`src/rtl/ext_bus_interface_pkg.sv`:
```
// Shared state encoding, pin_io control bit positions and width helper for the external bus unit.
package ext_bus_interface_pkg;

    typedef enum logic [2:0] {
        ST_IDLE = 3'd0,
        ST_ADDR = 3'd1,
        ST_DATA = 3'd2,
        ST_RESP = 3'd3,
        ST_TURN = 3'd4
    } state_t;

    localparam int CTL_RW   = 0;
    localparam int CTL_LAST = 1;

    // Counter width able to index n items; never zero so single-item counters stay legal.
    function automatic int cnt_w(input int n);
        return (n > 1) ? $clog2(n) : 1;
    endfunction

endpackage

```
`src/rtl/ext_bus_interface_if.sv`:
```
// Core request/response handshake plus TT pin group; slave = bus unit side, master = core/pins side.
interface ext_bus_interface_if #(
    parameter int ADDR_W     = 16,
    parameter int PIN_W      = 8,
    parameter int DATA_BEATS = 1
) ();
    localparam int DATA_W = PIN_W * DATA_BEATS;

    logic              req_valid;
    logic              req_ready;
    logic              req_we;
    logic [ADDR_W-1:0] req_addr;
    logic [DATA_W-1:0] req_wdata;
    logic              rsp_valid;
    logic [DATA_W-1:0] rsp_rdata;
    logic              rsp_timeout;
    logic [PIN_W-1:0]  pin_out;
    logic [PIN_W-1:0]  pin_io_out;
    logic [PIN_W-1:0]  pin_io_oe;
    logic [PIN_W-1:0]  pin_io_in;
    logic              ext_rdy;

    modport slave (
        input  req_valid, req_we, req_addr, req_wdata, pin_io_in, ext_rdy,
        output req_ready, rsp_valid, rsp_rdata, rsp_timeout, pin_out, pin_io_out, pin_io_oe
    );

    modport master (
        output req_valid, req_we, req_addr, req_wdata, pin_io_in, ext_rdy,
        input  req_ready, rsp_valid, rsp_rdata, rsp_timeout, pin_out, pin_io_out, pin_io_oe
    );

endinterface

```
`src/rtl/ext_bus_wait_timer.sv`:
```
// Per-beat wait counter: clr restarts it, en counts a wait cycle, saturating at WAIT_MAX.
// expire is combinational: high on the WAIT_MAX-th consecutive wait cycle.
module ext_bus_wait_timer #(
    parameter int WAIT_MAX = 15
) (
    input  logic clk,
    input  logic rst,
    input  logic clr,
    input  logic en,
    output logic expire
);
    localparam int CNT_W = $clog2(WAIT_MAX + 1);
    localparam logic [CNT_W-1:0] CNT_LAST = CNT_W'(WAIT_MAX - 1);
    localparam logic [CNT_W-1:0] CNT_SAT  = CNT_W'(WAIT_MAX);

    logic [CNT_W-1:0] cnt;

    always_ff @(posedge clk or posedge rst) begin
        if (rst) begin
            cnt <= '0;
        end else if (clr) begin
            cnt <= '0;
        end else if (en && (cnt != CNT_SAT)) begin
            cnt <= cnt + 1'b1;
        end
    end

    assign expire = en && (cnt == CNT_LAST);

endmodule

```
`src/rtl/ext_bus_interface.sv`:
```
// One-at-a-time bus unit: serialises address in PIN_W chunks, moves data in beats with ext_rdy waits.
// Latency ADDR_PH+DATA_BEATS+1 plus wait cycles; req_ready only in IDLE, response has no backpressure.
module ext_bus_interface
    import ext_bus_interface_pkg::*;
#(
    parameter int ADDR_W     = 16,
    parameter int PIN_W      = 8,
    parameter int DATA_BEATS = 1,
    parameter int WAIT_MAX   = 15
) (
    input logic            clk,
    input logic            rst,
    ext_bus_interface_if.slave bus
);
    localparam int ADDR_PH = (ADDR_W + PIN_W - 1) / PIN_W;
    localparam int ADDR_PW = ADDR_PH * PIN_W;
    localparam int DATA_W  = PIN_W * DATA_BEATS;
    localparam int PH_W    = cnt_w(ADDR_PH);
    localparam int BT_W    = cnt_w(DATA_BEATS);
    localparam logic [PH_W-1:0] LAST_PH = PH_W'(ADDR_PH - 1);
    localparam logic [BT_W-1:0] LAST_BT = BT_W'(DATA_BEATS - 1);

    state_t             state, state_n;
    logic               we_r;
    logic [ADDR_PW-1:0] addr_r;
    logic [DATA_W-1:0]  wdata_r;
    logic [DATA_W-1:0]  rdata_r;
    logic               timeout_r;
    logic [PH_W-1:0]    phase;
    logic [BT_W-1:0]    beat;

    logic               tmr_clr;
    logic               tmr_en;
    logic               tmr_expire;

    logic               req_ready;
    logic               rsp_valid;
    logic [DATA_W-1:0]  rsp_rdata;
    logic               rsp_timeout;
    logic [PIN_W-1:0]   pin_out;
    logic [PIN_W-1:0]   pin_io_out;
    logic [PIN_W-1:0]   pin_io_oe;

    ext_bus_wait_timer #(
        .WAIT_MAX (WAIT_MAX)
    ) u_wait_timer (
        .clk    (clk),
        .rst    (rst),
        .clr    (tmr_clr),
        .en     (tmr_en),
        .expire (tmr_expire)
    );

    always_ff @(posedge clk or posedge rst) begin
        if (rst) begin
            state <= ST_IDLE;
        end else begin
            state <= state_n;
        end
    end

    always_comb begin
        state_n     = state;
        req_ready   = 1'b0;
        rsp_valid   = 1'b0;
        rsp_rdata   = '0;
        rsp_timeout = 1'b0;
        pin_out     = '0;
        pin_io_out  = '0;
        pin_io_oe   = '0;
        tmr_clr     = 1'b1;
        tmr_en      = 1'b0;
        case (state)
            ST_IDLE: begin
                req_ready = 1'b1;
                if (bus.req_valid) begin
                    state_n = ST_ADDR;
                end
            end
            ST_ADDR: begin
                pin_out              = addr_r[phase*PIN_W +: PIN_W];
                pin_io_out[CTL_RW]   = ~we_r;
                pin_io_out[CTL_LAST] = (phase == LAST_PH);
                pin_io_oe            = '1;
                if (phase == LAST_PH) begin
                    state_n = ST_DATA;
                end
            end
            ST_DATA: begin
                pin_out = addr_r[(ADDR_PH-1)*PIN_W +: PIN_W];
                if (we_r) begin
                    pin_io_out = wdata_r[beat*PIN_W +: PIN_W];
                    pin_io_oe  = '1;
                end
                // A completed beat restarts the wait budget for the next one.
                tmr_clr = bus.ext_rdy;
                tmr_en  = ~bus.ext_rdy;
                if (bus.ext_rdy) begin
                    if (beat == LAST_BT) begin
                        state_n = ST_RESP;
                    end
                end else if (tmr_expire) begin
                    state_n = ST_RESP;
                end
            end
            ST_RESP: begin
                rsp_valid   = 1'b1;
                rsp_rdata   = rdata_r;
                rsp_timeout = timeout_r;
                state_n     = we_r ? ST_IDLE : ST_TURN;
            end
            ST_TURN: begin
                state_n = ST_IDLE;
            end
            default: begin
                state_n = ST_IDLE;
            end
        endcase
    end

    always_ff @(posedge clk or posedge rst) begin
        if (rst) begin
            we_r      <= 1'b0;
            addr_r    <= '0;
            wdata_r   <= '0;
            rdata_r   <= '0;
            timeout_r <= 1'b0;
            phase     <= '0;
            beat      <= '0;
        end else begin
            case (state)
                ST_IDLE: begin
                    if (bus.req_valid) begin
                        we_r      <= bus.req_we;
                        addr_r    <= ADDR_PW'(bus.req_addr);
                        wdata_r   <= bus.req_wdata;
                        rdata_r   <= '0;
                        timeout_r <= 1'b0;
                        phase     <= '0;
                        beat      <= '0;
                    end
                end
                ST_ADDR: begin
                    if (phase != LAST_PH) begin
                        phase <= phase + 1'b1;
                    end
                end
                ST_DATA: begin
                    if (bus.ext_rdy) begin
                        if (!we_r) begin
                            rdata_r[beat*PIN_W +: PIN_W] <= bus.pin_io_in;
                        end
                        if (beat != LAST_BT) begin
                            beat <= beat + 1'b1;
                        end
                    end else if (tmr_expire) begin
                        timeout_r <= 1'b1;
                        rdata_r   <= '0;
                    end
                end
                default: begin
                end
            endcase
        end
    end

    assign bus.req_ready   = req_ready;
    assign bus.rsp_valid   = rsp_valid;
    assign bus.rsp_rdata   = rsp_rdata;
    assign bus.rsp_timeout = rsp_timeout;
    assign bus.pin_out     = pin_out;
    assign bus.pin_io_out  = pin_io_out;
    assign bus.pin_io_oe   = pin_io_oe;

endmodule

```
`src/flat_wrapper.sv`:
```
// flat-port wrapper written by rule: the top's interface ports become plain ports
module ext_bus_interface_flat import ext_bus_interface_pkg::*;
#(
    parameter int ADDR_W     = 16,
    parameter int PIN_W      = 8,
    parameter int DATA_BEATS = 1,
    parameter int WAIT_MAX   = 15
)
  (clk, rst, bus_req_valid, bus_req_we, bus_req_addr, bus_req_wdata, bus_pin_io_in, bus_ext_rdy, bus_req_ready, bus_rsp_valid, bus_rsp_rdata, bus_rsp_timeout, bus_pin_out, bus_pin_io_out, bus_pin_io_oe);
  ext_bus_interface_if #(.ADDR_W(ADDR_W), .PIN_W(PIN_W), .DATA_BEATS(DATA_BEATS)) bus_i ();
  input logic clk;
  input logic rst;
  input wire logic [$bits(bus_i.req_valid)-1:0] bus_req_valid;
  input wire logic [$bits(bus_i.req_we)-1:0] bus_req_we;
  input wire logic [$bits(bus_i.req_addr)-1:0] bus_req_addr;
  input wire logic [$bits(bus_i.req_wdata)-1:0] bus_req_wdata;
  input wire logic [$bits(bus_i.pin_io_in)-1:0] bus_pin_io_in;
  input wire logic [$bits(bus_i.ext_rdy)-1:0] bus_ext_rdy;
  output wire logic [$bits(bus_i.req_ready)-1:0] bus_req_ready;
  output wire logic [$bits(bus_i.rsp_valid)-1:0] bus_rsp_valid;
  output wire logic [$bits(bus_i.rsp_rdata)-1:0] bus_rsp_rdata;
  output wire logic [$bits(bus_i.rsp_timeout)-1:0] bus_rsp_timeout;
  output wire logic [$bits(bus_i.pin_out)-1:0] bus_pin_out;
  output wire logic [$bits(bus_i.pin_io_out)-1:0] bus_pin_io_out;
  output wire logic [$bits(bus_i.pin_io_oe)-1:0] bus_pin_io_oe;
  assign bus_i.req_valid = bus_req_valid;
  assign bus_i.req_we = bus_req_we;
  assign bus_i.req_addr = bus_req_addr;
  assign bus_i.req_wdata = bus_req_wdata;
  assign bus_i.pin_io_in = bus_pin_io_in;
  assign bus_i.ext_rdy = bus_ext_rdy;
  assign bus_req_ready = bus_i.req_ready;
  assign bus_rsp_valid = bus_i.rsp_valid;
  assign bus_rsp_rdata = bus_i.rsp_rdata;
  assign bus_rsp_timeout = bus_i.rsp_timeout;
  assign bus_pin_out = bus_i.pin_out;
  assign bus_pin_io_out = bus_i.pin_io_out;
  assign bus_pin_io_oe = bus_i.pin_io_oe;
  ext_bus_interface #(.ADDR_W(ADDR_W), .PIN_W(PIN_W), .DATA_BEATS(DATA_BEATS), .WAIT_MAX(WAIT_MAX)) u_core (.clk(clk), .rst(rst), .bus(bus_i));
endmodule
```
`config.mk`:
```
export PLATFORM = sky130hd
export DESIGN_NAME = ext_bus_interface_flat
export DESIGN_NICKNAME = d
export VERILOG_FILES = /design/src/rtl/ext_bus_interface_pkg.sv /design/src/rtl/ext_bus_interface_if.sv /design/src/rtl/ext_bus_wait_timer.sv /design/src/rtl/ext_bus_interface.sv /design/src/flat_wrapper.sv
export SDC_FILE = /design/constraint.sdc
export NUM_CORES = 1
export LEC_CHECK = 0
export CORE_MARGIN = 2
export CORE_UTILIZATION = 46
export CTS_CLUSTER_DIAMETER = 150
export CTS_CLUSTER_SIZE = 8
export DETAILED_ROUTE_END_ITERATION = 10
export GPL_TIMING_DRIVEN = 0
export PLACE_DENSITY = 0.8
export RECOVER_POWER = 25
export SLEW_MARGIN = 20
export SYNTH_ARGS = -nofsm -noshare
export SYNTH_HDL_FRONTEND = slang
export SYNTH_SLANG_ARGS = --single-unit
```
`constraint.sdc`:
```
create_clock -name clk -period 2.5 [get_ports clk]
set_input_delay 0.5 -clock clk [delete_from_list [all_inputs] [get_ports clk]]
set_output_delay 0.5 -clock clk [all_outputs]
set_load 0.005 [all_outputs]
```
[Word level (Yosys, flattened, before mapping)]
Cells that the tools add are included.
Word-level totals
  register bits after elaboration: 43
  input bits: 37
  output and inout bits: 35
  logic and storage cells: 80
Operators by class
  add/subtract/negate cells: 4
  eq/ne operators: 13
  shifts and indexed selects: 4
  multiplexer cells: 36
  bitwise logic cells: 2
  reductions and logical operators: 12
Operators by type and width (count)
  $mux 8: 7
  $pmux 8 s2: 3
  $neg 4->34: 1
  $shift 8x34->8 const A: 1
  $shiftx 8x34->8: 1
  $mux 3: 6
  $shiftx 16x5->8: 1
  $pmux 3 s4: 1
  $reduce_and 4->1: 3
  $mux 1: 11
  $bwmux 8: 1
  $mux 4: 2
  $shiftx 8x5->8: 1
  $eq 3x2->1 const B: 2
  $mux 6: 1
  $ne 2x2->1 const B: 3
  $ne 3x3->1 const B: 2
  $pmux 1 s2: 3
  $reduce_bool 2->1: 3
  $add 4x1->4 const B: 1
  $eq 4x4->1 const B: 1
  $ne 2x1->1 const B: 2
  $ne 4x4->1 const B: 1
  $pmux 2 s2: 1
  other kinds (8): 12

[Logic depth before layout (Yosys ltp)]
Gate-level depths: netlist of the first run.
  depth in word-level cells: 6
  depth in mapped cells: 7

[Modules after synthesis]
From an unflattened synthesis of the first run, not the netlist that was laid out.
Unflattened totals
  cell total of the unflattened synthesis: 206
  area total of the unflattened synthesis: 2254.7 um^2
Modules (own cells, without submodules)
  ext_bus_interface: instances 1, cells an instance 182, area an instance 2013.2 um^2
  ext_bus_wait_timer: instances 1, cells an instance 24, area an instance 241.5 um^2

[Worst setup path after synthesis of the first run]
No wires, ideal clock.
  kind: register to output
  start: register u_core.state[1]
  end: output bus_pin_io_oe[1]
  arrival time: 1.687 ns
  data required time: 2.000 ns
  path slack: 0.313 ns
  cell stages (with the launch flop): 8
  buffers on the path: 4
  path through: dfrtp_1 > buf_2 > nor2b_1 > clkbuf_1 > buf_2 > a21oi_1 > nor2_1 > buf_4
On the way
  word-level cells in the longest chain between the ends: 2
Ends and longest elaborated chain
  start: declaration: line ext_bus_interface.sv:23  | state_t state, state_n;
  start signal: assignment: line ext_bus_interface.sv:58  | state <= state_n;
  $eq 3x2->1 / $eq 3x1->1 (equally long branches): line ext_bus_interface.sv:73  | case (state)
  $pmux 8 s2 *: line ext_bus_interface.sv:73
  end: declaration: line flat_wrapper.sv:25  | output wire logic [$bits(bus_i.pin_io_oe)-1:0] bus_pin_io_oe;
Every way passes the cells marked *; elsewhere a longest branch is shown, timed or not.

[Worst setup path after layout of the first run]
  start: register u_core.state[1]
  end: output bus_pin_io_oe[0]
The elaborated chain is that of the path after synthesis.

==> results of run 1 <==
## per-layer routing
| metal | vias to the layer above | global-route usage | routed length (um) |
|---|---|---|---|
| li1 | 903 | - | - |
| met1 | 865 | 0.262 | 2310 |
| met2 | 58 | 0.347 | 2360 |
| met3 | 6 | 0.0691 | 355 |
| met4 | 0 | 0.0535 | 43 |
| met5 | - | 0 | 0 |
## state kept, by name (all words and copies together), names as in the netlist
signal	cells
u_core.addr_r	16
u_core.rdata_r	8
u_core.wdata_r	8
u_core.u_wait_timer.cnt	4
u_core.state	3
u_core.phase	1
u_core.timeout_r	1
u_core.we_r	1
## cells in the mapped netlist (3+ instances only)
cell      count
dfrtp_1      42
mux2_2       24
o21ai_0      15
nor3_1       13
nand2_1      12
nor2_1       12
inv_1        11
clkbuf_1     10
nor2b_1      10
a21oi_1       9
and2_1        7
and3_1        7
buf_4         7
o21ai_1       7
buf_2         5
nand3_1       4
a31oi_1       3
## repair_timing
action / CTS / global route
endpoints found under the setup margin: 35 / 32
gates cloned: 1 / 0
gates resized for setup: 28 / 12
buffers inserted: 6 / 1
pin swaps: 2 / 0
## worst register-to-register path, delay by kind of cell, from the launching register on
kind	cells	cell delay, ns
simple gates	1	0.59
flops	1	0.53
buf+inv	1	0.37
mux	1	0.37
## report_power, final
part           switching (mW)  total [mW]  leakage (nW)  internal, mW
clock                   0.211       0.404        0.0383         0.192
combinational           0.745        1.81         0.883          1.06
sequential              0.183        1.16         0.522         0.972
## area by class of cell
class | instances | area [um^2]
timing repair buffer | 79 | 796
multi-input combinational | 142 | 996
clock buffer | 7 | 76.3
fill | 349 | 1280
inverter | 11 | 41.3
sequential | 42 | 1050
buffer | 19 | 134
tap | 52 | 65.1
## final timing paths
kind | endpoint | start | slack, ns
setup / recovery | bus_pin_io_oe[0] | u_core.state[1] | 0.02
max in group asynchronous | u_core.addr_r[8] | rst | 0.72
hold / removal | u_core.addr_r[7] | u_core.addr_r[7] | 0.49
hold reg to reg | u_core.addr_r[7] | u_core.addr_r[7] | 0.49
setup reg to reg | u_core.addr_r[6] | u_core.state[2] | 0.53
min in group asynchronous | u_core.u_wait_timer.cnt[0] | rst | 0.75
## kinds of logic (layout without fill, tap and decap cells)
family                   Yosys count  after routing  synth area share
buffers and inverters             33            116            0.0720
adder cells (fa/ha/maj)            2              2            0.0115
XOR/XNOR                           1              1           0.00403
AND/OR/NAND/NOR                   73             74             0.190
AO/OA/AOI/OAI                     40             40             0.109
multiplexers                      25             25             0.130
flip-flops                        42             42             0.484
==> out/results.env, run 1 <==
MOST-COMMON-LAYOUT-CELLS='clkdlybuf4s50_1, dfrtp_1, mux2_2'
FINCLKSKEW_NS=0.00811
DRIVE_GT1_FRAC=0.220
DRT.ANTENNA.VIOLATING_NETS=0
WORST_PATH_LARGEST_CELL_DELAY_NS=0.44
YOSYSUNIQUECELLTYPES=33
IO_PINS=72
SYNTH_ASYNC_SR_FLOP_SHARE=1.00
FINALWORSTSETUPSLACK_NS=0.0169
TIMING.FMAX_MHz=403
DP_HPWL_MM=3.61
GRT_START_MAX_NET_PINS=25
GRT_PASS1_WL_MM=8.56
SYNTH.FF_LATCH_COUNT=42
SYNTHCELLS=216
CTSLONGESTPATHBUFFERS=2
CP.DEPTH=8
NUMBER_OF_DRC_MARKERS_IN_ITERATION_0=101
CP_MAX_FO=10
POWER_mW=3.37
PORTBUFFERS=71
MAX_SLEW_MARGIN=0.529
FINAL_COMMON_CELL='clkdlybuf4s50_1'
DP_WORST_SETUP_SLACK_NS=-0.494
CTS.SINKS=42
CTS_HOLD_BUFFERS=0
DRT_FIRST_PASS_ITERS=4
MAX_SLEW.WORST_PIN.SLEW_NS=0.706
GLOBALROUTE.TOTALOVERFLOW=0
DRC=0
CP_DATA_ARRIVAL_TIME_NS=1.98
SYNTH.YOSYS.SEQ_AREA_SHARE=0.484
FLOORPLAN.ROWS=24
HOLD_VIOLATIONS=0
LAYOUT.NETS=339
CTSROOTBUFFERMASTER='clkbuf_8'
FIN_CRIT_SH=0.993
DRT-VIAS-PER-INSTANCE=5.20
POWER.STATIC_LEAKAGE_nW=1.44
DIE-WIDTH_UM=72.7
RSZ_0062_RAISED_AFTER_GLOBAL_ROUTING='yes'
DP_CELLS=340
WORSTPATHCELLLIST='buf_6 > nor2b_2 > clkbuf_4 > buf_6 > a21oi_2 > nor2_2 > buf_6 > clkdlybuf4s50_1'
GRT_ANTENNA_BEFORE_REPAIR=0
CTS_TREE='built'
PLACEABLECOREAREA_MM2=0.00444
SYNTH_LARGEST_AREA_CELL='dfrtp_1'
CP_SLOWEST_CELL='clkdlybuf4s50_1'
DIEHEIGHT_UM=72.7
PERIOD_MINUS_SLACK_NS=2.48
MAX-VDD-IR-DROP_V=0.000595
WL_PER_CELL_UM=14.4
WORST_HOLD_MARGIN_NS=0.490
EDFF_COUNT_SYNTH=0
WORST-ENDPOINT-REQUIRED_NS=2.00
POWER_PER_CELL_AREA_mW_PER_MM2=1060
DPL-INSTANCE-AREA_MM2=0.00298
STATUS='completed'
WORST_SKEW_PAIR.LATE_LATENCY_NS=0.29
PATH_COMMON_CELL='buf_6'
SYNTH_FP_NETS=255
SYNTH_FLOP_CELL='dfrtp_1'
MAX_CAP_VIOLATION_COUNT=0
SETUP_TNS_AFTER_FINAL_LAYOUT_NS=0
SLEW_VIOL_FINAL=0
WORSTHOLDPATHCELLS=1
CELL_CLASS_CONTRIBUTING_THE_BIGGEST_SHARE_OF_WORST_PATH_DELAY='buffers and inverters'
YOSYSWARNINGS=0
POST-SYNTH-TOP-AREA-FRACTION=0.484
CLKSLEWWORSTSETUPHOLDPATHS_NS=0.07
FINAL_CELL_AREA_MM2=0.00316
RELATIVE_AREA_CHANGE_FROM_SYNTHESIS_TO_FINAL_LAYOUT_PCT=45.5
CP.BUFFERS_INVERTERS=5
HTREEDEPTH=2
POST_SYNTH_INSTANCE_AREA_MM2=0.00217
ROUTED_WL_MM=5.06
SYN-MEAN-INSTANCE-AREA_UM2=10.1
HOLDCRITPATHCLASS='register to register'
GLOBALPLACE.CONGESTION=0.808
DETAILROUTE.VIA_COUNT=1832
INITIAL_CORE_UTIL=0.489
LAYOUTNONFILLERINSTCOUNT=352
ANTENNA-DIODE-COUNT=0
GLOBALROUTETOTALUTIL=0.208
FINAL_CORE_UTILIZATION=0.711
VIA_COUNT_OF_THE_FIRST_GLOBAL_ROUTING_PASS=1881
CRITICAL_PATH.STARTPOINT_TYPE='register'
YOSYS-TOP-CELLS-AREA='dfrtp_1, mux2_2, o21ai_0, nor3_1, nor2b_1'
FINALSETUPVIOLCOUNT=0
DESIGN.DIE.AREA_MM2=0.00529
END_KIND='primary output'
CTS_MADE_BUFFERS=5
TIMING_WORST_SETUP_PATH_TYPE='register to primary output'
TIMING.REG2REG.WORST_PATH_DEPTH=3
Power figures use the tool's default switching activity.
==> run 2, diff against run 1 <==
- SKIP_LAST_GASP: not set -> 1
- clock period: 2.5 -> 2.8 ns (I/O delays scaled with it)
==> out/results.env, run 2 (same netlist as run 1, synthesis figures left out) <==
CTS_MADE_BUFFERS=5  # unchanged
R2R_SETUP_SLK_NS=0.86  # +0.33 ns
FINAL_COMMON_CELL='clkdlybuf4s50_1'
REGTOREGSTARTPOINT='u_core.state[1]'
RSZ_0062_RAISED_AFTER_GLOBAL_ROUTING='yes'
HOLDCRITPATHCLASS='register to register'
ANTENNA-DIODE-COUNT=0  # unchanged
LARGEST_REGISTER_FFS=16  # unchanged
DRC=0  # unchanged
POWER.STATIC_LEAKAGE_nW=1.31  # -9.1%
STATUS='completed'
DRT-VIAS-PER-INSTANCE=5.17  # -0.71%
DP_HPWL_MM=3.61  # unchanged
MAX_SLEW.WORST_PIN.SLEW_NS=1.05  # +0.344 ns
CTS_TREE='built'
MAX-VDD-IR-DROP_V=0.000538  # -9.6%
HTREEDEPTH=2  # unchanged
WORSTHOLDPATHCELLS=1  # unchanged
LAYOUT.NETS=339  # unchanged
HOLD-PATH-ENDPOINT='u_core.addr_r[7]'
WORST_R2R_ENDPOINT='u_core.wdata_r[2]'
MAX_CAP_VIOLATION_COUNT=0  # unchanged
PORTBUFFERS=71  # unchanged
DESIGN.DIE.AREA_MM2=0.00529  # unchanged
GLOBALROUTETOTALUTIL=0.207  # -0.00118
CTSROOTBUFFERMASTER='clkbuf_8'
GLOBALPLACE.CONGESTION=0.808  # unchanged
MAX_SLEW_MARGIN=0.300  # -0.229
DRT.ANTENNA.VIOLATING_NETS=0  # unchanged
DRIVE_GT1_FRAC=0.193  # -0.0267
WORST-ENDPOINT-REQUIRED_NS=2.24  # +0.24 ns
TIMING_WORST_SETUP_PATH_TYPE='register to primary output'
POWER_PER_CELL_AREA_mW_PER_MM2=968  # -9.1%
PERIOD_MINUS_SLACK_NS=2.75
ROUTED_WL_MM=5.00  # -1.3%
DIEHEIGHT_UM=72.7  # unchanged
POWER_mW=3.01  # -10%
PLACEABLECOREAREA_MM2=0.00444  # unchanged
FINALSETUPVIOLCOUNT=0  # unchanged
WL_PER_CELL_UM=14.2  # -1.3%
CLKSLEWWORSTSETUPHOLDPATHS_NS=0.07  # about the same
CTS_HOLD_BUFFERS=0  # unchanged
SLEW_VIOL_FINAL=0  # unchanged
DIE-WIDTH_UM=72.7  # unchanged
CP-STARTPOINT='u_core.state[2]'
NUMBER_OF_DRC_MARKERS_IN_ITERATION_0=86  # -15%
CTSLONGESTPATHBUFFERS=2  # unchanged
WORST_SKEW_PAIR.LATE_LATENCY_NS=0.29  # about the same
DRT_FIRST_PASS_ITERS=4  # unchanged
IO_PINS=72  # unchanged
BIGGEST_REGS='u_core.addr_r: 16 flops, u_core.rdata_r: 8 flops, u_core.wdata_r: 8 flops'
INITIAL_CORE_UTIL=0.489  # unchanged
CP_DATA_ARRIVAL_TIME_NS=2.19  # +0.21 ns
RELATIVE_AREA_CHANGE_FROM_SYNTHESIS_TO_FINAL_LAYOUT_PCT=43.3
SETUP_TNS_AFTER_FINAL_LAYOUT_NS=0  # unchanged
FIN_CRIT_SH=0.981
MOST-COMMON-LAYOUT-CELLS='clkdlybuf4s50_1, dfrtp_1, mux2_2'
GRT_START_MAX_NET_PINS=25  # unchanged
DETAILROUTE.VIA_COUNT=1819  # -0.71%
GLOBALROUTE.TOTALOVERFLOW=0  # unchanged
GRT_ANTENNA_BEFORE_REPAIR=0  # unchanged
END_KIND='primary output'
FLOORPLAN.ROWS=24  # unchanged
REGISTERS.TOP_BY_FF_COUNT='u_core.addr_r'
WORSTHOLDSTART='u_core.addr_r[7]'
CRITICAL_PATH.STARTPOINT_TYPE='register'
HOLD_VIOLATIONS=0  # unchanged
CTS.SINKS=42  # unchanged
CP_MAX_FO=10  # unchanged
VIA_COUNT_OF_THE_FIRST_GLOBAL_ROUTING_PASS=1848  # -1.8%
FINCLKSKEW_NS=0.00548  # -0.00264 ns
TIMING.REG2REG.WORST_PATH_DEPTH=4  # +1
GRT_PASS1_WL_MM=8.47  # -1.0%
TIMING.FMAX_MHz=364
run 2: how the worst max path moves through the flow:
stage	endpoint	slack, ns	depth (start not counted)
2_1_floorplan	bus_pin_io_oe[1]	0.55	7
3_3_place_gp	bus_pin_io_oe[4]	-0.22	8
3_5_place_dp	bus_pin_io_oe[6]	-0.25	8
4_1_cts	bus_pin_io_oe[6]	0.02	9
5_1_grt	bus_pin_io_oe[5]	-0.10	6
6_report	bus_pin_io_oe[6]	0.05	6
run 2: layout make-up:
class	instances	area [um^2]
plain buffers	21	130
clock buffers	7	76.3
fillers	365	1330
inverters	11	41.3
multi-input cells	141	981
flip-flops and latches	42	1050
well taps	52	65.1
repair buffers	78	768
run 2: what timing repair did:
item                       in CTS  in global routing
buffers inserted                4                  2
hold endpoints to repair        0                  0
gates resized for setup        10                  7
setup endpoints to repair      24                 34
pin swaps                       1                  0
run 2: power by group:
| group | total (mW) | internal (mW) | switching, mW |
|---|---|---|---|
| clock | 0.358 | 0.172 | 0.186 |
| combinational | 1.64 | 0.975 | 0.663 |
| sequential | 1.02 | 0.867 | 0.151 |
run 2: routing by layer:
| metal | vias to the layer above | routed length [um] | GRT usage |
|---|---|---|---|
| met5 | - | 0 | 0 |
| met4 | 0 | 43 | 0.0535 |
| met3 | 6 | 360 | 0.0691 |
| met2 | 61 | 2370 | 0.341 |
| met1 | 850 | 2220 | 0.264 |
| li1 | 902 | - | - |
run 2: critical path, stage by stage (launching register included):
cell and delay (ns):
dfrtp_1 0.42, clkbuf_1 0.39, clkbuf_2 0.33, nor2_2 0.04, buf_4 0.16, buf_4 0.13
clkdlybuf4s50_1 0.43
run 2: metrics by stage:
stage / hold WS, ns / utilization / setup WS (ns) / std cells / area (um^2)
final: 0.490 / 0.700 / 0.0545 / 352 / 3110
after CTS: 0.496 / 0.699 / 0.0188 / 350 / 3110
after floorplan: 0.458 / - / 0.553 / 216 / 2170
after global routing: 0.510 / 0.700 / -0.101 / 352 / 3110
after global placement: 0.471 / 0.663 / -0.222 / 339 / 2950
after detailed placement: 0.480 / 0.669 / -0.254 / 340 / 2980
